<file path="config.mk">
export PLATFORM = sky130hd
export DESIGN_NAME = plot_port_arbiter
export DESIGN_NICKNAME = d
export VERILOG_FILES = /design/src/rtl/plot_pkg.sv /design/src/rtl/plot_port_arbiter_rr.sv /design/src/rtl/plot_port_arbiter.sv
export SDC_FILE = /design/constraint.sdc
export NUM_CORES = 1
export LEC_CHECK = 0
export ABC_AREA = 1
export BUFFER_PORTS_ARGS = -buffer_cell sky130_fd_sc_hd__buf_4
export CAP_MARGIN = 20
export CELL_PAD_IN_SITES_DETAIL_PLACEMENT = 1
export CELL_PAD_IN_SITES_GLOBAL_PLACEMENT = 2
export CORE_MARGIN = 2
export CORE_UTILIZATION = 24
export DETAILED_ROUTE_END_ITERATION = 8
export GPL_TIMING_DRIVEN = 0
export PLACE_DENSITY = 0.79
export SETUP_SLACK_MARGIN = 0.5
export SLEW_MARGIN = 20
export SYNTH_ARGS = -nofsm -noshare
export SYNTH_HDL_FRONTEND = slang
export SYNTH_HIERARCHICAL = 1
export SYNTH_SLANG_ARGS = --single-unit
export TNS_END_PERCENT = 100
</file>
<file path="constraint.sdc">
create_clock -name clock -period 1.9 [get_ports clock]
set_input_delay 0 -clock clock [delete_from_list [all_inputs] [get_ports clock]]
set_output_delay 0 -clock clock [all_outputs]
set_load 0.03 [all_outputs]
</file>
<file path="src/rtl/plot_pkg.sv">
// Shared definitions for the VGA plot-port arbiter: FSM state encoding, default
// display geometry and the column one-hot helper.
package plot_pkg;

    typedef enum logic [2:0] {
        ST_IDLE     = 3'd0,
        ST_ISSUE    = 3'd1,
        ST_WAIT_ACK = 3'd2,
        ST_RELEASE  = 3'd3,
        ST_FINISH   = 3'd4
    } plot_state_e;

    localparam int N_COL_DEF   = 32'd64;
    localparam int ROW_W_DEF   = 32'd10;
    localparam int COLOR_W_DEF = 32'd8;

    // Widest column bus the helper can build; callers cast down to their own N_COL.
    localparam int COL_MAX_W   = 32'd12;
    localparam int N_COL_MAX   = 32'd4096;

    function automatic logic [N_COL_MAX-1:0] col_onehot(input logic [COL_MAX_W-1:0] col);
        logic [N_COL_MAX-1:0] v;
        v      = '0;
        v[col] = 1'b1;
        return v;
    endfunction

endpackage

</file>
<file path="src/rtl/plot_port_arbiter_rr.sv">
// Combinational round-robin pick: lowest eligible requester index at or after ptr,
// where eligible means requesting and not masked.
module rr_arbiter
    import plot_pkg::*;
#(
    parameter int N_REQ = 32'd2
) (
    input  logic [N_REQ-1:0]         req,
    input  logic [N_REQ-1:0]         mask,
    input  logic [$clog2(N_REQ)-1:0] ptr,
    output logic                     any,
    output logic [$clog2(N_REQ)-1:0] gnt_idx
);

    localparam int IDX_W = $clog2(N_REQ);

    logic [N_REQ-1:0] w_elig;
    logic             w_found;
    logic [IDX_W-1:0] w_pos;

    assign w_elig = req & ~mask;
    assign any    = |w_elig;

    // Cyclic scan starting at the pointer; the first eligible hit wins.
    always_comb begin
        w_found = 1'b0;
        w_pos   = '0;
        gnt_idx = '0;
        for (int k = 0; k < N_REQ; k++) begin
            w_pos = IDX_W'((32'(ptr) + 32'(k)) % 32'(N_REQ));
            if (!w_found && w_elig[w_pos]) begin
                gnt_idx = w_pos;
                w_found = 1'b1;
            end else begin
                w_found = w_found;
            end
        end
    end

endmodule

</file>
<file path="src/rtl/plot_port_arbiter.sv">
// Serialises pixel writes from N_REQ plotters onto the one-hot VGA column port and
// runs the select / ack / release handshake, flagging columns that never answer.
module plot_port_arbiter
    import plot_pkg::*;
#(
    parameter int N_REQ   = 32'd2,
    parameter int N_COL   = N_COL_DEF,
    parameter int ROW_W   = ROW_W_DEF,
    parameter int COLOR_W = COLOR_W_DEF,
    parameter int TIMEOUT = 32'd1023
) (
    input  logic                           clock,
    input  logic                           reset,
    input  logic [N_REQ-1:0]               req,
    input  logic [N_REQ*$clog2(N_COL)-1:0] col_in,
    input  logic [N_REQ*ROW_W-1:0]         row_in,
    input  logic [N_REQ*COLOR_W-1:0]       color_in,
    output logic [N_REQ-1:0]               done,
    output logic [$clog2(N_REQ)-1:0]       grant_id,
    output logic                           busy,
    output logic                           timeout_err,
    output logic [N_COL-1:0]               col_select,
    output logic [ROW_W-1:0]               row_select,
    output logic [COLOR_W-1:0]             pixel_color,
    input  logic [N_COL-1:0]               return_sig
);

    localparam int COL_W = $clog2(N_COL);
    localparam int IDX_W = $clog2(N_REQ);
    localparam int CNT_W = (TIMEOUT > 32'sd0) ? $clog2(TIMEOUT + 32'sd1) : 32'd1;
    // The wait expires on the TIMEOUT-th cycle spent in WAIT_ACK or RELEASE.
    localparam logic [CNT_W-1:0] CNT_LAST = (TIMEOUT > 32'sd0) ? CNT_W'(TIMEOUT - 32'sd1) : '0;
    localparam logic [CNT_W-1:0] CNT_MAX  = '1;

    plot_state_e        r_state;
    logic [IDX_W-1:0]   r_ptr;
    logic [IDX_W-1:0]   r_grant;
    logic [COL_W-1:0]   r_col;
    logic [ROW_W-1:0]   r_row;
    logic [COLOR_W-1:0] r_color;
    logic [CNT_W-1:0]   r_cnt;
    logic [N_COL-1:0]   r_col_select;
    logic [ROW_W-1:0]   r_row_select;
    logic [COLOR_W-1:0] r_pixel_color;
    logic [N_REQ-1:0]   r_done;
    logic               r_busy;
    logic               r_timeout_err;

    logic               w_any;
    logic [IDX_W-1:0]   w_gnt_idx;
    logic               w_ack;
    logic               w_expired;
    logic [CNT_W-1:0]   w_cnt_inc;

    // A requester is masked during the one cycle its done is high, so it cannot be
    // re-granted on the strength of a req it has not yet had a chance to drop.
    rr_arbiter #(.N_REQ(N_REQ)) u_rr (
        .req     (req),
        .mask    (r_done),
        .ptr     (r_ptr),
        .any     (w_any),
        .gnt_idx (w_gnt_idx)
    );

    assign w_ack     = return_sig[r_col];
    assign w_expired = (TIMEOUT > 32'sd0) && (r_cnt == CNT_LAST);
    assign w_cnt_inc = (r_cnt == CNT_MAX) ? r_cnt : r_cnt + {{(CNT_W-1){1'b0}}, 1'b1};

    // Handshake FSM together with request latches, wait counter and output registers.
    always_ff @(posedge clock) begin
        if (reset) begin
            r_state       <= ST_IDLE;
            r_ptr         <= '0;
            r_grant       <= '0;
            r_col         <= '0;
            r_row         <= '0;
            r_color       <= '0;
            r_cnt         <= '0;
            r_col_select  <= '0;
            r_row_select  <= '0;
            r_pixel_color <= '0;
            r_done        <= '0;
            r_busy        <= 1'b0;
            r_timeout_err <= 1'b0;
        end else begin
            r_done <= '0;
            case (r_state)
                ST_IDLE: begin
                    if (w_any) begin
                        r_grant <= w_gnt_idx;
                        r_col   <= col_in[w_gnt_idx*COL_W +: COL_W];
                        r_row   <= row_in[w_gnt_idx*ROW_W +: ROW_W];
                        r_color <= color_in[w_gnt_idx*COLOR_W +: COLOR_W];
                        r_busy  <= 1'b1;
                        r_state <= ST_ISSUE;
                    end else begin
                        r_state <= ST_IDLE;
                    end
                end
                ST_ISSUE: begin
                    r_col_select  <= N_COL'(col_onehot(COL_MAX_W'(r_col)));
                    r_row_select  <= r_row;
                    r_pixel_color <= r_color;
                    r_cnt         <= '0;
                    r_state       <= ST_WAIT_ACK;
                end
                ST_WAIT_ACK: begin
                    if (w_ack) begin
                        r_col_select <= '0;
                        r_cnt        <= '0;
                        r_state      <= ST_RELEASE;
                    end else if (w_expired) begin
                        r_col_select  <= '0;
                        r_timeout_err <= 1'b1;
                        r_state       <= ST_FINISH;
                    end else begin
                        r_cnt <= w_cnt_inc;
                    end
                end
                ST_RELEASE: begin
                    // Hold off until the ack drops so a later write to this column
                    // cannot be fooled by the ack that belongs to this one.
                    if (!w_ack) begin
                        r_state <= ST_FINISH;
                    end else if (w_expired) begin
                        r_timeout_err <= 1'b1;
                        r_state       <= ST_FINISH;
                    end else begin
                        r_cnt <= w_cnt_inc;
                    end
                end
                ST_FINISH: begin
                    r_done  <= {{(N_REQ-1){1'b0}}, 1'b1} << r_grant;
                    r_ptr   <= (r_grant == IDX_W'(N_REQ - 1)) ? '0 : r_grant + {{(IDX_W-1){1'b0}}, 1'b1};
                    r_busy  <= 1'b0;
                    r_state <= ST_IDLE;
                end
                default: begin
                    r_col_select <= '0;
                    r_busy       <= 1'b0;
                    r_state      <= ST_IDLE;
                end
            endcase
        end
    end

    assign done        = r_done;
    assign grant_id    = r_grant;
    assign busy        = r_busy;
    assign timeout_err = r_timeout_err;
    assign col_select  = r_col_select;
    assign row_select  = r_row_select;
    assign pixel_color = r_pixel_color;

endmodule

</file>
After elaboration in Yosys (flattened, before gate mapping)

Cells that the tools add are included.

Word-level logic and storage cells: 88
Register bits: 125
Input port bits: 116
Output and inout port bits: 87

$mul: 2
Multiplexer cells: 31
Shift operators: 4
Add/subtract/negate cells: 3
Equality and inequality tests: 10
Order comparisons: 5
Bitwise gates (word level): 5
Reduce and logical (&&, ||, !) cells: 15

Operators with widths:

| operator              | number |
|---|---|
| $pmux 64 s3           | 1 |
| $mux 64               | 2 |
| $mux 10               | 4 |
| $pmux 10 s3           | 1 |
| $eq 10x10->1 const B  | 2 |
| $shiftx 20x6->10      | 1 |
| $shiftx 16x5->8       | 1 |
| $mux 1                | 15 |
| $lt 6x13->1 const B   | 1 |
| $pmux 3 s4            | 1 |
| $shiftx 12x5->6       | 1 |
| $add 10x1->10 const B | 1 |
| $mux 3                | 3 |
| $reduce_and 2->1      | 4 |
| $lt 6x7->1 const B    | 1 |
| $bmux 1 s6            | 1 |
| $demux 1 s6           | 1 |
| $eq 3x2->1 const B    | 2 |
| $ge 6x1->1 const B    | 1 |
| $reduce_or 3->1       | 2 |
| $lt 1x2->1 const B    | 2 |
| $mul 1x3->4 const B   | 1 |
| $ne 2x2->1 const B    | 2 |
| $pmux 1 s2            | 2 |
| 17 further kinds      | 22 |

Longest topological paths before layout

Word-level depth: 10
Gate-level depth with buffers: 17
Mapped depth without buffers: 16

Cells and area by module

The synthesis kept the hierarchy.

By module, submodules not included:

| module            | instances | cells each | area an instance (sq um) |
|---|---|---|---|
| plot_port_arbiter | 1         | 862        | 6110.9 |
| rr_arbiter        | 1         | 9          | 36.3 |

Worst setup path after synthesis

Ideal clock, no wire load.

Path kind: reg-to-reg
Start point: register r_col[0]
End point: register r_col_select[15], in the netlist col_select[15]
Stages on the path, launching flop included: 13
Data required time: 1.830 ns
Period minus slack after synthesis: 1.888 ns
Path slack: 0.012 ns
Arrival time: 1.818 ns
Buffers on the path: 2
Cells stage by stage: dfxtp_1 > buf_6 > or2_2 > nand3_1 > nand2_1 > o21ai_1 > nand2_1 > nor2_4 > nand4_4 > nand2_4 > buf_6 > nand2_2 > a21oi_2

Longest elaborated chain between the ends: 5
Elaborated cells on any way between the ends: 11
Those cells by class: order compare (2); eq/ne (1); mux (6); reduce/logical (2)

Ends and longest elaborated chain:

| what                                                            | line                     | RTL |
|---|---|---|
| start: declaration                                              | plot_port_arbiter.sv:38  | `logic [COL_W-1:0] r_col;` |
| start signal: assignment                                        | plot_port_arbiter.sv:91  | `r_col <= col_in[w_gnt_idx*COL_W +: COL_W];` |
| $lt 6x13->1 (implied by the code) or $ge 6x1->1 (tied branches) | plot_pkg.sv:24           | `v[col] = 1'b1;` |
| $logic_and 1x1->1 (implied by the code)                         | plot_pkg.sv:24           |  |
| $mux 1 (implied by the code)                                    | plot_pkg.sv:24           |  |
| $demux 1 s6                                                     | plot_pkg.sv:24           |  |
| $pmux 64 s3                                                     | plot_port_arbiter.sv:87  | `case (r_state)` |
| end signal: assignment                                          | plot_port_arbiter.sv:101 | `r_col_select <= N_COL'(col_onehot(COL_MAX_W'(r_col)));` |
| end: declaration                                                | plot_port_arbiter.sv:42  | `logic [N_COL-1:0] r_col_select;` |

Parallel ways exist; a longest one is shown, timed or not. The select of a mux whose other input is x is not followed.
A chain may end at the register's enable or synchronous reset.

Worst setup path after layout

Start point: register r_col[0]
End point: register r_cnt[8]

Longest elaborated chain between the ends: 4
Elaborated cells on any way between the ends: 6
Those cells by class: eq/ne (1); mux (4); reduce/logical (1)

Ends and longest elaborated chain:

| what                                            | line                     | RTL |
|---|---|---|
| $bmux 1 s6 (*)                                  | plot_port_arbiter.sv:65  | `assign w_ack = return_sig[r_col];` |
| $mux 1 (implied by the code) (*)                | plot_port_arbiter.sv:65  |  |
| $mux 10 or $ne 2x2->1 (tied branches)           | --                       |  |
| $pmux 10 s3 or $reduce_and 2->1 (tied branches) | --                       |  |
| end signal: assignment                          | plot_port_arbiter.sv:117 | `r_cnt <= w_cnt_inc;` |
| end signal: assignment                          | plot_port_arbiter.sv:129 | `r_cnt <= w_cnt_inc;` |
| end: declaration                                | plot_port_arbiter.sv:41  | `logic [CNT_W-1:0] r_cnt;` |

Mark *: on every way between the ends. The rest lies on a longest branch, timed or not. The select of a mux whose other input is x is not followed.

==> results.txt <==
Final Hold Slack = 0.00939 ns
met3 usage = 0.0530
share of cells above drive strength 1 = 0.417
failing checks = setup timing
#FFs+latches synth = 125
H-tree Lvls = 4
Wirelength per Cell = 18.0 microns
Max-Cap Viols = 0
post-layout min period = 2.24 ns
Tot GR Track Use = 0.198
DPL Wire Length = 19000 microns
Post-synth EDFFs = 0
Max VDD drop = 0.544 mV
Die Y = 164 microns
grt ovf = 0
Filler cells = 2978
dpl ws = -0.538 ns
Hold Vio Cnt, Final = 0
worst hold path class = primary input to flop
cell count after placement = 1403
Final setup viols = 77
critical path class = flop to flop
final wirelength = 27200 microns
vias in the first global route = 7267
Worst EP arrival = 2.58 ns
prevailing post-synth register cell = dfxtp_1
CP Max Fanout = 6
outcome = finished, violations left
GR Util met2 = 0.348
DR DRC count = 0
Synth async-reset ratio = 0
Net Sw Frac = 0.349
root buffer cell = clkbuf_16
DIE AREA = 26900 sq um
RSZ-0062 raised after global routing = true
Cell Area, Placed = 8190 sq um
Int Power = 6140 uW
antenna violation net count after detailed routing = 0
Combinational Power Share = 0.346
Power Density = 918 nW/um^2
Slew headroom = 0.301
CTS tree = done
Avg Inst Size Synth = 7.06 sq um
Rows = 58
commonest non-fill, non-tap cell in the layout = buf_4
Worst Skew = 0.00849 ns
Via density = 4.64
worst endpoint required time = 2.24 ns
detailed-route via count = 7013
Top Ports = 203
Final period util = 1.18
cts bufs inserted = 17
# nets final = 1287
antenna violations before repair = 1
grt peak-use layer = met2
Sink Count = 125
clk_lat worst skew = 0.42 ns
worst slew pin tran = 1.04 ns
core area = 25200 sq um
Worst-path clk slew = 0.06 ns
Post-Layout Cell Count = 1512
worst-case clock buffer depth = 2
design area = 10300 sq um
largest net degree at the start of global routing = 17
initial drt markers = 294
Post-Syn Instances = 871
RD Place Congestion = 0.839
first-pass GRT wire length = 40400 microns
P_leak = 0.00451 uW
Net Sw Power = 3290 uW
Mapped Nets = 989
most used cells in the layout excluding fill and tap cells = 230 x buf_4, 186 x nand2_1, 121 x dfxtp_1
Setup crit end kind = flop
# port buffers = 202
final critical-path setup slack = -0.339 ns
Flop pwr share = 0.313
GR Layer Usage met1 = 0.243
initial core utilization = 0.244
fin. max-slew vios = 0
sequential area share after synthesis = 0.407
Synth cell types = 36
Syn-to-layout area delta = 67.0%
Clock power frac = 0.341
Syn. warnings = 6
Pre-antenna DRT Iters = 4
Die Wd = 164 microns
Max Clock Freq = 447 MHz
Synth Cell Area = 6150 sq um
critical path launch point type = flop
-- worst max-delay path: stages (launching register included) --
cell and delay, ns:
dfxtp_4 0.38, buf_8 0.15, or2_2 0.30, nand3_2 0.07
nand2_2 0.05, o21ai_2 0.14, nand2_2 0.07, nor2_4 0.19
buf_6 0.12, buf_6 0.11, buf_4 0.11, nand4_1 0.09
nand2_1 0.18, nand2_4 0.07, a21oi_2 0.13
-- kinds of logic after synthesis --
logic type | share of synthesized area
muxes | 0.0330
adders and majority gates | 0.00407
xor gates and xnor gates | 0.00285
buffers and inverters | 0.0894
DFF | 0.407
AOI/OAI and AO/OA | 0.152
and+or+nand+nor | 0.311
-- synthesized netlist by cell type (7+ instances only) --
library cell / number / area, sq um
nor3_1: 12 / 60.1
nand3_1: 59 / 295
a211oi_1: 13 / 97.6
clkbuf_1: 25 / 93.8
inv_1: 71 / 267
dfxtp_1: 125 / 2500
a21oi_1: 71 / 355
buf_2: 7 / 35.0
a21oi_2: 20 / 175
o211ai_1: 8 / 60.1
buf_6: 9 / 101
o21ai_0: 42 / 210
nand2_2: 21 / 131
nor2_1: 91 / 342
nand4_1: 7 / 43.8
nand2_1: 228 / 856
mux2_2: 18 / 203
-- power by group through the flow --
stage | logic [uW] | registers (uW) | clock network, uW
final | 3260 | 2950 | 3210
after global routing | 3510 | 2970 | 3380
after CTS | 2710 | 2940 | 3260
after detailed placement | 2320 | 2990 | 0
after global placement | 2300 | 2980 | 0
after floorplan | 1310 | 3120 | 0
-- path summary, 6_finish.rpt --
check                        start                      end  slack [ns]  cells past startpoint
max reg2reg  r_col[0]$_SDFFE_PP0P_    r_cnt[8]$_SDFFE_PP0P_       -0.34                     14
min                   color_in[13]  r_color[5]$_SDFFE_PP0P_       0.009                      4
max          r_col[0]$_SDFFE_PP0P_    r_cnt[8]$_SDFFE_PP0P_       -0.34                     14
min reg2reg  r_row[4]$_SDFFE_PP0P_    r_row[4]$_SDFFE_PP0P_        0.45                      2
-- timing repair --
item | CTS | global route
setup buffers | 20 | 10
hold buffers | 36 | 0
pin swaps | 16 | 36
resized for setup | 71 | 124
endpoints found under the setup margin | 121 | 124
gates cloned | 2 | 9
endpoints found under the hold margin | 24 | 0
-- sequential cells by signal (all words and copies together), names as in the netlist, 2 cells and up --
name and count:
done 2, row_select 10, r_state 3, r_cnt 10, r_row 10, r_color 8, r_col 6, pixel_color 8
col_select 64
-- routing by layer --
metal / share of wire / routed length, microns
met1: 0.43 / 11600
met4: 0.0096 / 260
met5: 0 / 0
met2: 0.50 / 13700
met3: 0.059 / 1600
-- per-stage QoR --
step / util / setup TNS [ns] / power, uW
2_1_floorplan: - / 0 / 4430
3_3_place_gp: 0.325 / -35.10 / 5280
3_5_place_dp: 0.325 / -34.77 / 5310
4_1_cts: 0.379 / -14.17 / 8910
5_1_grt: 0.408 / -33.15 / 9870
6_report: 0.408 / -21.61 / 9430
-- area by class of cell --
cell class,instances,area [sq um],share of cell area
plain buffers,47,407,0.0396
multi-input cells,625,3720,0.362
well taps,330,413,0.0402
clock inverters,12,123,0.0119
inverters,77,315,0.0307
flip-flops and latches,125,2510,0.245
clock buffers,19,443,0.0431
repair buffers,276,2330,0.227
diodes,1,2.50,0.000244
Note: power is estimated with default switching activity, not from simulation.
